<file path="src/rtl/mod_inv.sv">
// Modular inverse mod Q by Fermat square-and-multiply on a 3-stage Barrett multiplier.
// Optional operand range check enabled by defining MOD_INV_RANGE_CHECK_EN.
module mod_inv #(
  parameter int unsigned Q   = 3329,
  parameter int unsigned EXP = 3327
) (
  input  logic        clk,
  input  logic        r,
  input  logic [11:0] A,
  input  logic        in_valid,
  output logic        in_ready,
  output logic [11:0] OUT,
  output logic        err,
  output logic        out_valid,
  input  logic        out_ready
);

  localparam logic [11:0] EXP_B = EXP[11:0];
  localparam logic [12:0] MU    = 13'((32'd1 << 24) / Q);
  localparam logic [12:0] Q13   = 13'(Q);
  localparam logic [13:0] Q14   = 14'(Q);
  localparam logic [13:0] Q2_14 = 14'(2 * Q);

  typedef enum logic [1:0] {
    IDLE,
    SQR,
    MUL,
    DONE
  } state_t;

  state_t      state;
  logic [11:0] acc;
  logic [11:0] base;
  logic [3:0]  idx;
  logic        issued;

  logic        issue;
  logic [11:0] op_b;
  logic [23:0] p1;
  logic [13:0] p2;
  logic [12:0] q2;
  logic [11:0] m3;
  logic        v1, v2, v3;
  logic [12:0] qest;
  logic [13:0] r14;
  logic [11:0] red;

  // Squares use acc twice; multiplies pair acc with the saved base.
  assign op_b  = (state == MUL) ? base : acc;
  assign issue = ((state == SQR) || (state == MUL)) && !issued;

  // Barrett quotient estimate; true remainder is below 3Q so 14 bits suffice.
  assign qest = 13'((37'(p1) * 37'(MU)) >> 24);
  assign r14  = p2 - 14'(q2 * Q13);

  // Final conditional subtraction brings the remainder into 0..Q-1.
  always_comb begin
    red = r14[11:0];
    if (r14 >= Q2_14) begin
      red = 12'(r14 - Q2_14);
    end else if (r14 >= Q14) begin
      red = 12'(r14 - Q14);
    end
  end

  // Multiplier pipeline: product, quotient estimate, reduced result.
  always_ff @(posedge clk or negedge r) begin
    if (!r) begin
      p1 <= '0;
      p2 <= '0;
      q2 <= '0;
      m3 <= '0;
      v1 <= 1'b0;
      v2 <= 1'b0;
      v3 <= 1'b0;
    end else begin
      v1 <= issue;
      v2 <= v1;
      v3 <= v2;
      if (issue) begin
        p1 <= acc * op_b;
      end
      q2 <= qest;
      p2 <= p1[13:0];
      m3 <= red;
    end
  end

`ifdef MOD_INV_RANGE_CHECK_EN
  logic bad_op;
  assign bad_op = (A == 12'd0) || (A >= 12'(Q));
`endif

  // Control FSM: scans exponent bits MSB-first, one multiplier op at a time.
  always_ff @(posedge clk or negedge r) begin
    if (!r) begin
      state     <= IDLE;
      in_ready  <= 1'b1;
      out_valid <= 1'b0;
      OUT       <= '0;
      acc       <= '0;
      base      <= '0;
      idx       <= '0;
      issued    <= 1'b0;
`ifdef MOD_INV_RANGE_CHECK_EN
      err       <= 1'b0;
`endif
    end else begin
      unique case (state)
        IDLE: begin
          if (in_valid && in_ready) begin
            in_ready <= 1'b0;
            base     <= A;
            acc      <= A;
            idx      <= 4'd10;
            issued   <= 1'b0;
`ifdef MOD_INV_RANGE_CHECK_EN
            err      <= bad_op;
            if (bad_op) begin
              state     <= DONE;
              out_valid <= 1'b1;
              OUT       <= '0;
            end else begin
              state <= SQR;
            end
`else
            state <= SQR;
`endif
          end
        end
        SQR: begin
          if (issue) begin
            issued <= 1'b1;
          end else if (v3) begin
            acc    <= m3;
            issued <= 1'b0;
            if (EXP_B[idx]) begin
              state <= MUL;
            end else if (idx == 4'd0) begin
              state     <= DONE;
              out_valid <= 1'b1;
              OUT       <= m3;
            end else begin
              idx <= idx - 4'd1;
            end
          end
        end
        MUL: begin
          if (issue) begin
            issued <= 1'b1;
          end else if (v3) begin
            acc    <= m3;
            issued <= 1'b0;
            if (idx == 4'd0) begin
              state     <= DONE;
              out_valid <= 1'b1;
              OUT       <= m3;
            end else begin
              idx   <= idx - 4'd1;
              state <= SQR;
            end
          end
        end
        DONE: begin
          if (out_ready) begin
            state     <= IDLE;
            out_valid <= 1'b0;
            in_ready  <= 1'b1;
          end
        end
        default: state <= IDLE;
      endcase
    end
  end

`ifndef MOD_INV_RANGE_CHECK_EN
  assign err = 1'b0;
`endif

endmodule

</file>
<file path="config.mk">
export PLATFORM = sky130hd
export DESIGN_NAME = mod_inv
export DESIGN_NICKNAME = d
export VERILOG_FILES = /design/src/rtl/mod_inv.sv
export SDC_FILE = /design/constraint.sdc
export NUM_CORES = 1
export LEC_CHECK = 0
export ABC_AREA = 1
export CAP_MARGIN = 0
export CELL_PAD_IN_SITES_DETAIL_PLACEMENT = 0
export CELL_PAD_IN_SITES_GLOBAL_PLACEMENT = 1
export CORE_MARGIN = 2
export CORE_UTILIZATION = 52
export CTS_CLUSTER_SIZE = 8
export DETAILED_ROUTE_END_ITERATION = 10
export DONT_BUFFER_PORTS = 1
export PLACE_DENSITY = 0.8
export SYNTH_ARGS = -nofsm -noshare
export SYNTH_HDL_FRONTEND = slang
export SYNTH_SLANG_ARGS = --single-unit
</file>
<file path="constraint.sdc">
create_clock -name clk -period 8 [get_ports clk]
set_clock_uncertainty 0.05 [all_clocks]
set_input_delay 0.8 -clock clk [delete_from_list [all_inputs] [get_ports clk]]
set_output_delay 0.8 -clock clk [all_outputs]
set_load 0.05 [all_outputs]
</file>
# Yosys cells after proc, flatten, opt, wreduce, memory -nomap -nowiden
# Memories as Yosys holds them, arrays and structs flattened.
# Cells that the tools add are included.
[word_totals]
register_bits = 111
romBits = 16
inputBits = 16
output_inout_bits = 15
elab_cells = 107
memories = 1
[memory_table]
columns = ["memory", "depth", "word_bits", "read_ports", "rd_ports_with_merged_regs", "wr", "line_no", "rtl"]
rows = [
  ["(no name shown)", 16, 1, 1, 0, 0, "137", "if (EXP_B[idx]) begin"],
]
[op_classes]
addsub = 4
mul = 3
n_lt_le_gt_ge = 3
n_eq_ne = 14
mux = 47
n_reduce_logical = 20
[ops]
columns = ["cell", "count"]
rows = [
  ["$mux W12", 12],
  ["$pmux W12 S2", 2],
  ["$mul A24 B13 Y37 const B", 1],
  ["$mux W4", 7],
  ["$mul A12 B12 Y24", 1],
  ["$sub A12 B12 Y12 const B", 2],
  ["$reduce_and A7 Y1", 3],
  ["$mux W2", 9],
  ["$ne A2 B2 Y1 const B", 8],
  ["$ge A14 B12 Y1 const B", 1],
  ["$ge A14 B13 Y1 const B", 1],
  ["$mul A13 B12 Y14 const B", 1],
  ["$sub A14 B14 Y14", 1],
  ["$mux W1", 12],
  ["$pmux W4 S3", 1],
  ["$pmux W2 S4", 1],
  ["$ne A3 B1 Y1 const B", 2],
  ["$reduce_and A3 Y1", 2],
  ["$reduce_and A6 Y1", 1],
  ["$reduce_bool A2 Y1", 3],
  ["$reduce_bool A3 Y1", 2],
  ["$lt A4 B5 Y1 const B", 1],
  ["$eq A2 B2 Y1 const B", 2],
  ["$logic_not A4 Y1", 1],
  ["other kinds (12)", 14],
]

# Depth between registers and ports, before layout
# Gate-level depths: netlist of the first run.
[depth]
word_depth = 6
ltp_mapped = 31
depth_no_buf = 30

# Worst setup path before layout of the first run
# Ideal clock, no wire load.
[synth_path]
path_type = "flip-flop to flip-flop"
from = "register state[0]"
to = "register p1[19]"
setup_time_ps = 118
arrival_time_ps = 5609
t_required_ps = 7832
slack_ps = 2223
stages_incl_launch_ff = 26
n_path_buf = 1
period_less_slack_ps = 5777
path_cell_list = "dfrtp_1 > inv_1 > ha_1 > inv_1 > clkbuf_1 > nor2_1 > inv_1 > o21ai_0 > inv_1 > nand2_1 > fa_1 > inv_1 > fa_1 > fa_1 > fa_1 > inv_1 > fa_1 > inv_1 > ha_1 > a21oi_1 > nand3_1 > a31oi_1 > o21bai_1 > or2_2 > nand3_1 > nand2_1"
[synth_via]
elab_chain_len = 3
word_cells_on_any_way = 6
classes_between = "mul (1); eq/ne (2); mux (1); reduce/logical (2)"
[synth_lines]
columns = ["item", "line_no", "rtl"]
rows = [
  ["start, declared", "31", "state_t state;"],
  ["start signal, assigned", "97", "state <= IDLE;"],
  ["start signal, assigned", "127", "state <= SQR;"],
  ["start signal, assigned", "138", "state <= MUL;"],
  ["$eq A2 B2 Y1 or $eq A2 B1 Y1 (tied branches)", "49, 50", ""],
  ["$mux W12 or $logic_or A1 B1 Y1 (tied branches)", "49, 50", ""],
  ["$mul A12 B12 Y24 or $logic_and A1 B1 Y1 (tied branches)", "81, 50", ""],
  ["end signal, assigned", "81", "p1 <= acc * op_b;"],
  ["end, declared", "39", "logic [23:0] p1;"],
]
# Parallel ways exist; a longest one is shown, timed or not.
# A chain may end at the register's enable or synchronous reset.

# Worst setup path in the final report of the first run
[layout_path]
from = "register state[0]"
to = "register p1[21]"
# The elaborated chain is that of the path after synthesis.

==> flow_metrics.tcl, run 1 <==
set metrics [dict create \
    leakage_nw 10.3 \
    final_cell_area_um2 17400 \
    post-place-cells 2320 \
    layout_commonest_cell "inv_1" \
    viasPerCell 5.23 \
    dp_hpwl_um 33500 \
    hold_buffers 0 \
    antenna_found_initial 0 \
    power.total_mw 1.05 \
    drv_cap 0 \
    critPathMaxFanout 16 \
    final_util_pct 55.0 \
    numCtsBuffers 9 \
    area_growth_pct 4.06 \
    n_antenna_cell 0 \
    syn-num-nets 2431 \
    whs_ns 0.0611 \
    hold_class "primary input to async pin" \
    portBuffers 0 \
    ys_seq_area_share_pct 16.6 \
    design.die.area_um2 33600 \
    cts-root-buf "clkbuf_16" \
    yosys_register_bits 111 \
    initial_utilization_pct 52.8 \
    path_class "register to register" \
    ys_async_sr_fraction_pct 100 \
    cpPeakStageDelay_ns 0.57 \
    tns_ns 0 \
    synth.area.top_cells "fa_1 (28%), ha_1 (18%), dfrtp_1 (16%)" \
    drt-initial-drc-count 661 \
    path_depth 28 \
    fillers 2935 \
    wl_per_cell_um 16.9 \
    tightestPinTransition_ns 0.909 \
    dp_slack_ns 1.18 \
    synth_top_area_share_pct 28.3 \
    route.detailed.drc 0 \
    fmax_mhz 144 \
    hold_violations 0 \
    cts_max_path_buffers 2 \
    fin_crit_ns 6.96 \
    gp_congestion 0.891 \
    p_per_area_nw_per_um2 60.6 \
    synthFlopType "dfrtp_1" \
    ir_drop_mv 0.0961 \
    fp-row-count 65 \
    gr-total-overflow 0 \
    synth.avg_cell_area_um2 8.59 \
    cts_num_sinks 111 \
    cts_resized 0 \
    arrival_ns 7.16 \
    syn_area_um2 16700 \
    layout_common_cells "inv_1 (434), nand2_1 (341), fa_1 (236), ha_1 (234), nor2_1 (135)" \
    worstSetupEndpointType "register" \
    io_pins 31 \
    synth-edff-count 0 \
    setup.worst_path.start_class "register" \
    syn_inst 1945 \
    core_um2 31600 \
    finalMaxSlewViolations 0 \
    grt_setup_unrepaired "no" \
    path_delay_family "adder cells" \
    setup_ws_ns 1.04 \
    grt_pass1_wl_um 67400 \
    fin_cells 2336 \
    grt_max_degree 112 \
    path_clk_slew_ns 0.09 \
    ff2ff_path_depth 28 \
    multi_input_area_um2 12100 \
    seq_area_um2 2780 \
    dieHeight_um 183 \
    drive_gt1_share_pct 4.34 \
    yosysWarnings 0 \
    cts_tree "yes" \
    htree_levels 3 \
    cp_num_buf_inv 6 \
    place_area_um2 17100 \
    cp_data_required_time_ns 8.20 \
    slowest_stage "fa_1" \
    nets 2415 \
    first_global_vias 12800 \
    die_w_um 183 \
    postCtsSetupRepairBufs 0 \
    ant_nets 0 \
    vias 12200 \
    grtUsageTotal_pct 25.6 \
    synth.distinct_cells 57 \
    drt-total-wl_um 39400 \
    finalSetupViolations 0 \
    finalCritPeriodShare_pct 87.1 \
    yosysTopAreaCell "fa_1" \
    outcome "finished, final reports clean" \
    relSlewSlack_pct 39.3 \
    dr.pass1.iters 5 \
    clk_latency_ns 0.38 \
]
worst paths after layout:
kind                           from  slack, ns       end
max                        state[0]       1.04    p1[21]
min reg2reg                      v1       0.31        v2
max in group asynchronous         r       7.50  in_ready
min                               r       0.06     p2[2]
min in group clk                 v1       0.31        v2
max reg2reg                state[0]       1.04    p1[21]
state kept, by name, summed over array words and instances, names as in the netlist, 4 cells and up:
name and flops:
idx 4, OUT 12, q2 13, base 12
m3 12, p1 24, acc 12, p2 14
Yosys cell counts (14+ instances only):
cell,count
inv_1,434
nand2_1,341
fa_1,236
ha_1,234
nor2_1,135
dfrtp_1,110
o21ai_0,86
a21oi_1,70
nand3_1,60
xor2_1,35
nand2_2,20
clkbuf_1,19
xnor2_1,17
nand4_1,14
o211ai_1,14
kinds of logic after synthesis:
kind of cell / count (synthesis) / synth area share (%)
multiplexers: 12 / 0.808
AO/OA/AOI/OAI: 211 / 7.09
flip-flops: 111 / 16.6
other: 1 / 0.0224
buffers and inverters: 470 / 10.8
XOR/XNOR: 55 / 3.08
adder cells (fa/ha/maj): 470 / 45.8
AND/OR/NAND/NOR: 615 / 15.8
power breakdown:
group | leakage, nW | internal (mW) | total [mW] | switching, mW
Clock | 0.155 | 0.251 | 0.492 | 0.241
Combinational | 8.71 | 0.0000674 | 0.00110 | 0.00102
Sequential | 1.46 | 0.560 | 0.560 | 0
Total | 10.3 | 0.811 | 1.05 | 0.242
routing by layer:
layer | GRT usage, % | routed length [um] | up-vias
met5 | 0.148 | 0 | -
met1 | 35.9 | 18200 | 5951
met4 | 5.44 | 700 | 0
met3 | 2.88 | 1590 | 42
li1 | - | - | 5984
met2 | 43.2 | 18900 | 237
area by class of cell:
cell class                      instances  share of cell area, %
Inverter                              441                   9.53
Clock buffer                            9                   1.29
Multi-Input combinational cell       1364                   69.7
Tap cell                              402                   2.89
Sequential cell                       111                   16.0
Timing Repair Buffer                    2                 0.0863
Clock inverter                          7                  0.482
Note: power is estimated with default switching activity, not from simulation.
==> inputs of run 2 (changes only) <==
--- a/config.mk
+++ b/config.mk
@@ -11,6 +11,7 @@
 export CELL_PAD_IN_SITES_GLOBAL_PLACEMENT = 1
 export CORE_MARGIN = 2
 export CORE_UTILIZATION = 52
+export CTS_BUF_LIST = sky130_fd_sc_hd__clkbuf_8
 export CTS_CLUSTER_SIZE = 8
 export DETAILED_ROUTE_END_ITERATION = 10
 export DONT_BUFFER_PORTS = 1
==> run 2 against run 1 <==
Setup slack worse by 0.026 ns. Sequential share of layout area about the same. Clock power fell by 23%. Global-route usage rose by 0.24 points. Utilization shrank 0.11 points. Worst hold slack worse by 0.027 ns. Power shrank 9.4%. Sequential power is essentially flat. Clock-buffer cell count is the same. Cell area is 0.19% lower.
==> flow_metrics.tcl, run 2 (synthesis gave the netlist of run 1 again) <==
set metrics [dict create \
    htree_levels 3 \
    finalSetupViolations 0 \
    clk_latency_ns 0.41 \
    hold_violations 0 \
    r2r_slack_ns 1.01 \
    wl_per_cell_um 17.0 \
    hold_class "primary input to async pin" \
    ant_nets 0 \
    critical_path.endpoint "p1[21]" \
    cp_num_buf_inv 6 \
    reg2reg_from "state[0]" \
    fp-row-count 65 \
    grtUsageTotal_pct 25.9 \
    first_global_vias 12800 \
    r2r_end "p1[21]" \
    dr.pass1.iters 6 \
    fmax_mhz 143 \
    ff2ff_path_depth 28 \
    vias 12200 \
    initial_utilization_pct 52.8 \
    arrival_ns 7.24 \
    fillers 2937 \
    outcome "finished, final reports clean" \
    critPathMaxFanout 16 \
    tightestPinTransition_ns 0.897 \
    layout_commonest_cell "inv_1" \
    grt_pass1_wl_um 67800 \
    antenna_found_initial 0 \
    cts_resized 0 \
    area_growth_pct 3.86 \
    design.die.area_um2 33600 \
    gp_congestion 0.891 \
    portBuffers 0 \
    post-place-cells 2320 \
    tns_ns 0 \
    path_class "register to register" \
    setup.worst_path.start_class "register" \
    nets 2419 \
    leakage_nw 10.3 \
    cts_num_sinks 111 \
    gr-total-overflow 0 \
    drt-initial-drc-count 709 \
    slowest_stage "fa_1" \
    worstSetupEndpointType "register" \
    startpoint "state[0]" \
    route.detailed.drc 0 \
    core_um2 31600 \
    power.total_mw 0.954 \
    ir_drop_mv 0.0700 \
    fin_cells 2340 \
    p_per_area_nw_per_um2 55.0 \
    cts_max_path_buffers 2 \
    grt_max_degree 72 \
    path_depth 28 \
    viasPerCell 5.22 \
    drt-total-wl_um 39900 \
    dp_hpwl_um 33500 \
    fin_crit_ns 6.99 \
    layout_common_cells "inv_1 (434), nand2_1 (341), fa_1 (236), ha_1 (234), nor2_1 (135)" \
    die_w_um 183 \
    dieHeight_um 183 \
    reg_top3 "p1: 24 flops, p2: 14 flops, q2: 13 flops" \
    path_clk_slew_ns 0.12 \
    cp_data_required_time_ns 8.25 \
    largest_register "p1" \
    cts_tree "yes" \
    io_pins 31 \
    postCtsSetupRepairBufs 0 \
    numCtsBuffers 9 \
    hold_buffers 3 \
    drive_gt1_share_pct 4.44 \
    finalCritPeriodShare_pct 87.4 \
    largest_reg_flops 24 \
    finalMaxSlewViolations 0 \
    drv_cap 0 \
    cpPeakStageDelay_ns 0.57 \
    n_antenna_cell 0 \
    cts-root-buf "clkbuf_8" \
    relSlewSlack_pct 40.1 \
    path_delay_family "adder cells" \
    grt_setup_unrepaired "no" \
]
run 2: how the worst min path moves through the flow:
stage,start,end,slack (ns),depth (start not counted)
6_report,r,p1[3],0.03,0
5_1_grt,r,p1[3],0.002,0
3_5_place_dp,v1,v2,0.29,0
2_1_floorplan,v1,v2,0.28,0
4_1_cts,r,m3[8],0.003,0
3_3_place_gp,v1,v2,0.28,0
run 2: where the power goes:
part	total, mW	internal [mW]	switching, mW
sequential	0.561	0.561	0
combinational	0.0154	0.00320	0.0121
clock	0.378	0.152	0.226
total	0.954	0.716	0.238
run 2: layout make-up:
class                      instances  area [um2]  share of cell area [%]
tap                              402         503                    2.90
timing repair buffer               6        82.6                   0.476
sequential                       111        2780                    16.0
inverter                         441        1660                    9.55
multi-input combinational       1364       12100                    69.9
clock inverter                     7        83.8                   0.483
clock buffer                       9         124                   0.714
run 2: through the flow:
stage                     util, %  setup slack [ns]  hold WS (ns)  cell area (um2)
final                        54.9              1.01        0.0338            17400
after global routing         54.9             0.463       0.00196            17400
after CTS                    54.8              1.10       0.00271            17300
after detailed placement     54.0              1.18         0.286            17100
after global placement       54.0              1.29         0.285            17100
after floorplan                 -              2.22         0.281            16700
run 2: worst reg2reg max path, delay by kind of cell, from the launching register on:
family	cells	cell delay, ns
AOI/OAI and AO/OA	4	0.95
buffers and inverters	6	0.88
DFF	1	0.44
adders and majority gates	7	3.38
and+or+nand+nor	11	1.19
run 2: metal layers:
layer  vias up  share of wire [%]  GRT usage (%)
met3        49                4.2           2.76
met1      5929                 46           36.4
met2       247                 48           43.5
met5         -                  0          0.148
met4         0                1.9           5.54
li1       5988                  -              -
==> inputs of run 3 (changes only) <==
--- a/config.mk
+++ b/config.mk
@@ -16,6 +16,7 @@
 export DETAILED_ROUTE_END_ITERATION = 10
 export DONT_BUFFER_PORTS = 1
 export PLACE_DENSITY = 0.8
+export REMOVE_ABC_BUFFERS = 1
 export SYNTH_ARGS = -nofsm -noshare
 export SYNTH_HDL_FRONTEND = slang
 export SYNTH_SLANG_ARGS = --single-unit
==> run 3 against run 2 <==
Sequential share of layout area about the same. Die area is the same. First-iteration DRC count shrank 14%. Critical path type unchanged. Flip-flop and latch count is the same. Non-clock buffer count fell by 2. Cell count is essentially flat. Sequential power about the same.
==> flow_metrics.tcl, run 3 (synthesis gave the netlist of run 1 again) <==
set metrics [dict create \
    outcome "finished, final reports clean" \
    ff2ff_path_depth 28 \
    startpoint "state[0]" \
    drv_cap 0 \
    p_sw_share_pct 26.9 \
    gr-total-overflow 0 \
    finalSetupViolations 0 \
    dieHeight_um 183 \
    route.detailed.drc 0 \
    drive_gt1_share_pct 4.39 \
    worstSetupEndpointType "register" \
    layout_commonest_cell "inv_1" \
    tns_ns 0 \
    n_antenna_cell 0 \
    p_int_mw 0.688 \
    drt-total-wl_um 39200 \
    final_cell_area_um2 17300 \
    grt_setup_unrepaired "no" \
    postCtsSetupRepairBufs 0 \
    setup.worst_path.start_class "register" \
    r2r_end "p1[21]" \
    reg_top3 "p1: 24 flops, p2: 14 flops, q2: 13 flops" \
    ir_drop_mv 0.0729 \
    reg2reg_from "state[0]" \
    grtUsageTotal_pct 25.3 \
    critical_path.endpoint "p1[21]" \
    multi_input_area_um2 12100 \
    fillers 2949 \
    tightestPinTransition_ns 0.886 \
    hold_class "primary input to async pin" \
    dr.pass1.iters 5 \
    p_per_area_nw_per_um2 54.3 \
    largest_reg_flops 24 \
    cts_resized 0 \
    nets 2417 \
    fp-row-count 65 \
    pwr-share-clk_pct 38.9 \
    grt_max_degree 100 \
    slowest_stage "fa_1" \
    fin_crit_ns 6.91 \
    path_clk_slew_ns 0.13 \
    place_area_um2 17100 \
    path_class "register to register" \
    viasPerCell 5.26 \
    finalCritPeriodShare_pct 86.4 \
    setup_ws_ns 1.09 \
    cts-root-buf "clkbuf_8" \
    initial_utilization_pct 52.8 \
    drt-initial-drc-count 608 \
    gp_congestion 0.934 \
    die_w_um 183 \
    p_switching_mw 0.253 \
    clk_latency_ns 0.43 \
    vias 12300 \
    io_pins 31 \
    largest_register "p1" \
    core_um2 31600 \
    leakage_nw 10.3 \
    seq_area_um2 2780 \
    numCtsBuffers 9 \
    design.die.area_um2 33600 \
    dp_hpwl_um 33300 \
    cp_data_required_time_ns 8.27 \
    fmax_mhz 145 \
    ant_nets 0 \
    antenna_found_initial 0 \
    portBuffers 0 \
    cpPeakStageDelay_ns 0.56 \
    dp_slack_ns 1.21 \
    layout_common_cells "inv_1 (434), nand2_1 (341), fa_1 (236), ha_1 (234), nor2_1 (135)" \
    combPwrFrac_pct 1.5 \
    htree_levels 3 \
    cts_tree "yes" \
    first_global_vias 12800 \
    area_growth_pct 3.72 \
    wl_per_cell_um 16.8 \
    share_seq_of_total_power_pct 59.6 \
    relSlewSlack_pct 40.9 \
    critPathMaxFanout 16 \
    r2r_slack_ns 1.09 \
    cts_max_path_buffers 2 \
    finalMaxSlewViolations 0 \
    grt_pass1_wl_um 66900 \
    arrival_ns 7.18 \
    hold_violations 0 \
    cts_num_sinks 111 \
]
run 3: power groups by stage:
stage,combinational (mW),sequential (mW),clock (mW)
global placement,0.00109,0.572,0
CTS,0.0153,0.561,0.378
detailed placement,0.00109,0.572,0
global route,0.0167,0.561,0.396
finish,0.0142,0.561,0.366
floorplan,0.00109,0.572,0
run 3: through the flow:
stage	hold slack [ns]	power (mW)	utilization, %	instances
after floorplan	0.281	0.573	-	1916
after global placement	0.286	0.573	54.0	2320
after detailed placement	0.286	0.573	54.0	2320
after CTS	0.124	0.954	54.8	2338
after global routing	0.120	0.973	54.8	2338
final	0.147	0.941	54.8	2338
run 3: layer usage:
| metal | GRT usage, % | wire, um | share of wire, % |
|---|---|---|---|
| met2 | 41.9 | 18900 | 48 |
| met3 | 4.15 | 1830 | 4.7 |
| met4 | 4.99 | 547 | 1.4 |
| met1 | 35.4 | 18000 | 46 |
| met5 | 0 | 0 | 0 |
run 3: worst min-delay path by stage:
stage | startpoint | to | slack (ns)
after global placement | v1 | v2 | 0.29
after floorplan | v1 | v2 | 0.28
after CTS | r | in_ready | 0.12
after global routing | r | in_ready | 0.12
after detailed placement | v1 | v2 | 0.29
final | r | in_ready | 0.15
run 3: what timing repair did:
item	CTS	global route
endpoints found under the setup margin	0	0
endpoints found under the hold margin	99	0
hold buffers	2	0
run 3: layout make-up:
class,instances,share of cell area (%)
Clock buffer,9,0.714
Clock inverter,7,0.520
Tap cell,402,2.90
Sequential cell,111,16.0
Timing Repair Buffer,4,0.303
Multi-Input combinational cell,1364,70.0
Inverter,441,9.56
run 3: critical path: cells and delay by family (launching register included):
kind,cells,cell delay [ns]
and+or+nand+nor,11,1.14
AOI/OAI and AO/OA,4,0.90
buffers and inverters,6,0.89
DFF,1,0.45
adders and majority gates,7,3.37
